### src/rtl/write_aligner_if.sv
// write_aligner_if: store request and memory write channel bundle
interface write_aligner_if;
  logic        req_valid;
  logic        req_ready;
  logic [4:0]  mem_op;
  logic [31:0] addr;
  logic [31:0] datain;
  logic        mem_valid;
  logic        mem_ready;
  logic [31:0] mem_addr;
  logic [31:0] mem_wdata;
  logic [3:0]  mem_web;
  logic        done;
  logic        split;
  logic        op_err;
  modport master (
    output req_valid, mem_op, addr, datain, mem_ready,
    input  req_ready, mem_valid, mem_addr, mem_wdata, mem_web, done, split, op_err
  );
  modport slave (
    input  req_valid, mem_op, addr, datain, mem_ready,
    output req_ready, mem_valid, mem_addr, mem_wdata, mem_web, done, split, op_err
  );
endinterface

### src/rtl/write_aligner.sv
// write_aligner: splits unaligned byte/half/word stores into lane-shifted word writes
module write_aligner (
  input logic clk,
  input logic rst,
  write_aligner_if.slave bus
);
  typedef enum logic [1:0] {IDLE, WR0, WR1} state_t;
  state_t      state;
  logic [1:0]  off;
  logic [3:0]  mask;
  logic [31:0] data;
  logic        two;
  logic [1:0]  in_sz;
  logic [1:0]  in_off;
  logic [3:0]  in_mask;
  logic        in_two;
  always_comb begin
    in_sz   = bus.mem_op[1:0];
    in_off  = bus.addr[1:0];
    in_mask = in_sz == 2'b00 ? 4'b0001 : in_sz == 2'b01 ? 4'b0011 : 4'b1111;
    in_two  = (in_sz == 2'b01 && in_off == 2'd3) || (in_sz == 2'b10 && in_off != 2'd0);
  end
  assign bus.req_ready = state == IDLE;
  // Memory-side outputs are loaded on state entry so they hold under backpressure.
  always_ff @(posedge clk or posedge rst) begin
    if (rst) begin
      state         <= IDLE;
      off           <= 2'd0;
      mask          <= 4'd0;
      data          <= 32'd0;
      two           <= 1'b0;
      bus.mem_valid <= 1'b0;
      bus.mem_addr  <= 32'd0;
      bus.mem_wdata <= 32'd0;
      bus.mem_web   <= 4'd0;
      bus.done      <= 1'b0;
      bus.split     <= 1'b0;
      bus.op_err    <= 1'b0;
    end else begin
      bus.done   <= 1'b0;
      bus.split  <= 1'b0;
      bus.op_err <= 1'b0;
      case (state)
        IDLE: if (bus.req_valid) begin
          if (in_sz == 2'b11) begin
            bus.done   <= 1'b1;
            bus.op_err <= 1'b1;
          end else begin
            state         <= WR0;
            off           <= in_off;
            mask          <= in_mask;
            data          <= bus.datain;
            two           <= in_two;
            bus.mem_valid <= 1'b1;
            bus.mem_addr  <= {bus.addr[31:2], 2'b00};
            bus.mem_wdata <= bus.datain << {in_off, 3'b000};
            bus.mem_web   <= in_mask << in_off;
          end
        end
        WR0: if (bus.mem_ready) begin
          if (two) begin
            state         <= WR1;
            bus.mem_addr  <= bus.mem_addr + 32'd4;
            bus.mem_wdata <= data >> (6'd32 - {1'b0, off, 3'b000});
            bus.mem_web   <= mask >> (3'd4 - {1'b0, off});
          end else begin
            state         <= IDLE;
            bus.mem_valid <= 1'b0;
            bus.mem_addr  <= 32'd0;
            bus.mem_wdata <= 32'd0;
            bus.mem_web   <= 4'd0;
            bus.done      <= 1'b1;
          end
        end
        WR1: if (bus.mem_ready) begin
          state         <= IDLE;
          bus.mem_valid <= 1'b0;
          bus.mem_addr  <= 32'd0;
          bus.mem_wdata <= 32'd0;
          bus.mem_web   <= 4'd0;
          bus.done      <= 1'b1;
          bus.split     <= 1'b1;
        end
        default: state <= IDLE;
      endcase
    end
  end
endmodule

### src/flat_wrapper.sv
// flat-port wrapper written by rule: the top's interface ports become plain ports
module write_aligner_flat 
  (clk, rst, bus_req_valid, bus_mem_op, bus_addr, bus_datain, bus_mem_ready, bus_req_ready, bus_mem_valid, bus_mem_addr, bus_mem_wdata, bus_mem_web, bus_done, bus_split, bus_op_err);
  write_aligner_if bus_i ();
  input logic clk;
  input logic rst;
  input wire logic [$bits(bus_i.req_valid)-1:0] bus_req_valid;
  input wire logic [$bits(bus_i.mem_op)-1:0] bus_mem_op;
  input wire logic [$bits(bus_i.addr)-1:0] bus_addr;
  input wire logic [$bits(bus_i.datain)-1:0] bus_datain;
  input wire logic [$bits(bus_i.mem_ready)-1:0] bus_mem_ready;
  output wire logic [$bits(bus_i.req_ready)-1:0] bus_req_ready;
  output wire logic [$bits(bus_i.mem_valid)-1:0] bus_mem_valid;
  output wire logic [$bits(bus_i.mem_addr)-1:0] bus_mem_addr;
  output wire logic [$bits(bus_i.mem_wdata)-1:0] bus_mem_wdata;
  output wire logic [$bits(bus_i.mem_web)-1:0] bus_mem_web;
  output wire logic [$bits(bus_i.done)-1:0] bus_done;
  output wire logic [$bits(bus_i.split)-1:0] bus_split;
  output wire logic [$bits(bus_i.op_err)-1:0] bus_op_err;
  assign bus_i.req_valid = bus_req_valid;
  assign bus_i.mem_op = bus_mem_op;
  assign bus_i.addr = bus_addr;
  assign bus_i.datain = bus_datain;
  assign bus_i.mem_ready = bus_mem_ready;
  assign bus_req_ready = bus_i.req_ready;
  assign bus_mem_valid = bus_i.mem_valid;
  assign bus_mem_addr = bus_i.mem_addr;
  assign bus_mem_wdata = bus_i.mem_wdata;
  assign bus_mem_web = bus_i.mem_web;
  assign bus_done = bus_i.done;
  assign bus_split = bus_i.split;
  assign bus_op_err = bus_i.op_err;
  write_aligner u_core (.clk(clk), .rst(rst), .bus(bus_i));
endmodule
### config.mk
export PLATFORM = sky130hd
export DESIGN_NAME = write_aligner_flat
export DESIGN_NICKNAME = d
export VERILOG_FILES = /design/src/rtl/write_aligner_if.sv /design/src/rtl/write_aligner.sv /design/src/flat_wrapper.sv
export SDC_FILE = /design/constraint.sdc
export NUM_CORES = 1
export LEC_CHECK = 0
export CAP_MARGIN = 5
export CORE_MARGIN = 3
export CORE_UTILIZATION = 26
export DETAILED_ROUTE_END_ITERATION = 8
export PLACE_DENSITY_LB_ADDON = 0.3
export SLEW_MARGIN = 10
export SYNTH_ARGS = -nofsm -noshare
export SYNTH_HDL_FRONTEND = slang
export SYNTH_SLANG_ARGS = --single-unit
### constraint.sdc
create_clock -name clk -period 3.5 [get_ports clk]
set_input_delay 0.35 -clock clk [delete_from_list [all_inputs] [get_ports clk]]
set_output_delay 0.35 -clock clk [all_outputs]
set_load 0.02 [all_outputs]
Word-level counts from Yosys, hierarchy flattened

Cells that the tools add are included.

Memory bits (writable): 0
Latch bits: 0
Memories kept: 0
Output and inout port bits: 73
Input bits: 73
Bits in read-only memories: 0
Register bits: 113
Word-level logic and storage cells: 81

Divide/modulo/power cells: 0
Add/subtract/negate cells: 3
Reduce and logical (&&, ||, !) cells: 11
Bitwise operators: 1
Equality and inequality tests: 11
Shift-type cells: 4
Muxes and demuxes: 39
$lt $le $gt $ge: 0
Multipliers: 0

Operators by type and width:

| operator              | number |
|---|---|
| $mux 32               | 9 |
| $pmux 32 s3           | 2 |
| $add 32x3->32 const B | 1 |
| $shl 32x5->32         | 1 |
| $shr 32x6->32         | 1 |
| $mux 4                | 7 |
| $mux 1                | 12 |
| $pmux 4 s3            | 1 |
| $mux 2                | 5 |
| $ne 2x2->1 const B    | 5 |
| $eq 2x2->1 const B    | 4 |
| $pmux 1 s3            | 2 |
| $pmux 2 s3            | 1 |
| $reduce_and 6->1      | 1 |
| $sub 6x5->6 const A   | 1 |
| $reduce_and 5->1      | 1 |
| $eq 2x1->1 const B    | 2 |
| $logic_not 2->1       | 2 |
| $reduce_and 4->1      | 1 |
| $shl 4x2->4           | 1 |
| $shr 4x3->4           | 1 |
| $reduce_and 3->1      | 1 |
| $reduce_bool 3->1     | 1 |
| $sub 3x2->3 const A   | 1 |
| other kinds (4)       | 5 |

Longest topological paths before layout

Depth after elaboration: 7
Mapped depth: 12
Depth with buffers taken out: 7

Worst setup path after synthesis

OpenSTA, ideal clock, no wires.

Kind: reg2reg
From: register u_core.off[0]
To: register u_core.bus.mem_web[0]
Required time: 3.366 ns
Buffers on the path: 6
Library setup time: 0.134 ns
Data arrival time: 2.470 ns
Slack: 0.895 ns
Stages on the path, launching flop included: 12
Period minus slack after synthesis: 2.605 ns
Cell sequence: dfrtp_1 buf_2 buf_2 clkbuf_1 inv_1 ha_1 buf_2 clkbuf_1 clkbuf_1 o21ai_0 a21oi_1 o21ai_0

Longest elaborated chain between the ends: 5

Ends and longest elaborated chain:

| item                   | line                   | RTL |
|---|---|---|
| start, declared        | write_aligner.sv:9     | `logic [1:0] off;` |
| start signal, assigned | write_aligner.sv:50    | `off <= in_off;` |
| $sub 3x2->3            | write_aligner.sv:65    | `bus.mem_web <= mask >> (3'd4 - {1'b0, off});` |
| $shr 4x3->4            | write_aligner.sv:65    |  |
| $mux 4                 | write_aligner.sv:61    | `if (two) begin` |
| $mux 4                 | write_aligner.sv:60    | `WR0: if (bus.mem_ready) begin` |
| $pmux 4 s3             | write_aligner.sv:43    | `case (state)` |
| end signal, assigned   | write_aligner.sv:57    | `bus.mem_web <= in_mask << in_off;` |
| end signal, assigned   | write_aligner.sv:65    |  |
| end, declared          | write_aligner_if.sv:22 | `output req_ready, mem_valid, mem_addr, mem_wdata, mem_web, done, split, op_err` |

No other way between the ends. The select of a mux whose other input is x is not followed.
A chain may end at the register's enable or synchronous reset.

Worst setup path after layout

From: register u_core.off[0]
To: register u_core.bus.mem_wdata[29]

Longest elaborated chain between the ends: 5

Ends and longest elaborated chain:

| item                 | line                   | RTL |
|---|---|---|
| $sub 6x5->6          | write_aligner.sv:64    | `bus.mem_wdata <= data >> (6'd32 - {1'b0, off, 3'b000});` |
| $shr 32x6->32        | write_aligner.sv:64    |  |
| $mux 32              | write_aligner.sv:61    |  |
| $mux 32              | write_aligner.sv:60    |  |
| $pmux 32 s3          | write_aligner.sv:43    |  |
| end signal, assigned | write_aligner.sv:56    | `bus.mem_wdata <= bus.datain << {in_off, 3'b000};` |
| end signal, assigned | write_aligner.sv:64    |  |
| end, declared        | write_aligner_if.sv:22 |  |

No other way between the ends. The select of a mux whose other input is x is not followed.

==> flow_summary.ini <==
[final_layout]
fin_nets = 931
mostFrequentLayoutCells = 156 x nand2_1, 140 x clkdlybuf4s50_1, 110 x dfrtp_1
final_common_cell = nand2_1
utilization = 0.355
syn_to_final_growth_pct = 32.3
final_layout_size_suffix_gt1_frac = 0.0852
antennaDiodeCount = 0

[grt]
grtUsageTotal = 0.161
grt_antenna_before_repair = 1
grt_pass1_wl_um = 33400
grt_max_degree = 72
first_global_vias = 5905
overflow = 0

[floorplanning]
rows = 56
fp.dieW_um = 163
dieArea_um2 = 26400
start_util = 0.268
ioPinCount = 146
coreArea_um2 = 23800
die_y_um = 163

[synthesis]
synthArstFlopShare = 1.00
avgSynthCellArea_um2 = 8.68
syn_area_um2 = 6370
netlist_instances = 734
synth_edf_count = 0
ys_warn_count = 0
netlist-cell-type-count = 60
ys_dominant_reg_cell = dfrtp_1
ys_seq_elements = 110
ys_seq_area_frac = 0.432

[cts]
clk_latency_ns = 0.36
htreeDepth = 3
cts.sinks = 110
cts_resized = 0
clockBufferDepth = 2
cts_tree = built
root_buffer = clkbuf_16
post_cts_buffers = 0
hold_buffers = 0
clk_pin_slew_ns = 0.08
numCtsBuffers = 9

[sta]
finalCritPeriodShare = 0.734
skew_ns = 0.0131
finalSetupViolCount = 0
relSlewSlack = 0.399
hold_viol = 0
drv_slew = 0
period_minus_slack_ns = 2.57
setup_tns_ns = 0
max_freq_mhz = 389
rsz0062_at_grt = false
worst_pin_slew_ns = 0.899

[critical_path]
crit_chain = inv_1 > ha_1 > buf_4 > or3_1 > nor2_2 > o2bb2ai_1 > mux2_2
critPathLaunchType = flop
crit_fanout = 15
crit_type = reg -> reg
reg2reg_depth = 7
ff2ff_setup_slack_ns = 0.93
required_ns = 3.80
crit_path_top_delay_cell = or3_1
crit_family = simple AND/OR/NAND/NOR gates
r2r-start = u_core.off[0]
r2r_end = u_core.bus.mem_wdata[29]
endpoint_kind = flop
cp.arrival_ns = 2.87
cp.buffers_inverters = 2
slowest_delay_ns = 0.62

[outcome]
status = completed

[pwr]
seqPwrFrac = 0.318
p_clk_frac = 0.146
switching_share = 0.452
ir_worst_vdd_uv = 346
pwr_density_cell_nw_per_um2 = 894
intPower_uw = 4130
p_leak_uw = 0.00359
combPwrFrac = 0.536
p_sw_uw = 3400

[route]
post_drt_wl_per_cell_um = 18.2
drt_iter0_drc = 414
via_per_inst = 5.01
ant_nets = 0
dr.pass1.iters = 5
vias = 5895
wl_um = 21400
drc = 0

[place]
place.detailed.hpwl_um = 15100
gp_congestion = 0.865
io_buffers = 140

[flow_run]
max-cap-violations = 0

[min_path]
min_path_type = in -> async
-- worst register-to-register path: stages (launching register included) --
cell and delay, ns:
dfrtp_1 0.35, inv_1 0.05, ha_1 0.30, buf_4 0.21, or3_1 0.62, nor2_2 0.56, o2bb2ai_1 0.23, mux2_2 0.20
-- sequential cells by signal, summed over array words and instances, names as in the netlist --
name,count
u_core.bus.op_err,1
u_core.bus.mem_addr,30
u_core.mask,3
u_core.off,2
u_core.bus.mem_web,4
u_core.bus.split,1
u_core.state,2
u_core.data,32
u_core.two,1
u_core.bus.done,1
u_core.bus.mem_wdata,32
u_core.bus.mem_valid,1
-- layer usage --
| metal | wire length [um] | track usage | vias to the layer above |
|---|---|---|---|
| met5 | 17 | 0 | - |
| met3 | 1240 | 0.0356 | 23 |
| met4 | 316 | 0.0369 | 2 |
| met2 | 10000 | 0.263 | 189 |
| li1 | - | - | 2850 |
| met1 | 9800 | 0.219 | 2831 |
-- power by group through the flow --
stage / Combinational (uW) / Sequential, uW / Clock [uW]
after CTS: 4090 / 2390 / 1130
after detailed placement: 4080 / 2410 / 0
final: 4040 / 2390 / 1100
after global routing: 4440 / 2490 / 1180
after floorplan: 2130 / 2700 / 0
after global placement: 4030 / 2390 / 0
-- cell usage after synthesis, drive strengths merged (5+ instances only) --
master / count / area share
a21oi: 38 / 0.030
nor2b: 12 / 0.012
nand3: 11 / 0.0094
and4: 5 / 0.0071
a32oi: 15 / 0.021
o21ai: 80 / 0.063
buf: 27 / 0.021
nor3: 11 / 0.010
inv: 19 / 0.011
and2: 5 / 0.0049
nand2: 156 / 0.092
nand4: 8 / 0.0098
o21a: 10 / 0.012
dfrtp: 110 / 0.43
clkbuf: 28 / 0.017
o2bb2ai: 14 / 0.019
nor2: 43 / 0.026
mux2i: 35 / 0.055
a31oi: 7 / 0.0069
a211o: 8 / 0.011
mux2: 17 / 0.030
o221ai: 8 / 0.011
ha: 6 / 0.012
and3: 6 / 0.0061
nor4: 10 / 0.016
a22oi: 14 / 0.017
-- worst max-delay path by stage --
stage	from	end	slack [ns]	cells past startpoint
2_1_floorplan	rst	u_core.bus.done	0.25	1
3_3_place_gp	bus_mem_op[1]	u_core.bus.mem_addr[15]	0.81	7
3_5_place_dp	bus_mem_op[1]	u_core.bus.mem_addr[15]	0.80	7
4_1_cts	u_core.state[1]	u_core.bus.mem_addr[15]	0.97	8
5_1_grt	u_core.state[1]	u_core.bus.mem_addr[15]	0.79	8
6_report	u_core.off[0]	u_core.bus.mem_wdata[29]	0.93	7
-- final cells by class --
cell class / instances / area, um2
Clock inverter: 6 / 68.8
Clock buffer: 10 / 239
Tap cell: 319 / 399
Sequential cell: 110 / 2750
Timing Repair Buffer: 161 / 1580
Multi-Input combinational cell: 551 / 3310
Inverter: 19 / 73.8
Fill cell: 2412 / 15300
-- stage by stage --
| stage | cell area, um2 | hold slack (ns) | worst slack, ns | total power (uW) | instances |
|---|---|---|---|---|---|
| after floorplan | 6370 | 0.434 | 0.248 | 4830 | 735 |
| after global placement | 8120 | 0.453 | 0.806 | 6420 | 1160 |
| after detailed placement | 8120 | 0.453 | 0.805 | 6490 | 1160 |
| after CTS | 8430 | 0.457 | 0.974 | 7610 | 1176 |
| after global routing | 8430 | 0.475 | 0.791 | 8110 | 1176 |
| final | 8430 | 0.428 | 0.931 | 7530 | 1176 |
-- cells by family after synthesis --
kind of cell	after synthesis	share of synthesized area
compound gates	214	0.217
other cells	1	0.000589
flops	110	0.432
mux	52	0.0850
fa+ha+maj	6	0.0118
buf+inv	74	0.0493
simple gates	277	0.205
Note: power is estimated with default switching activity, not from simulation.
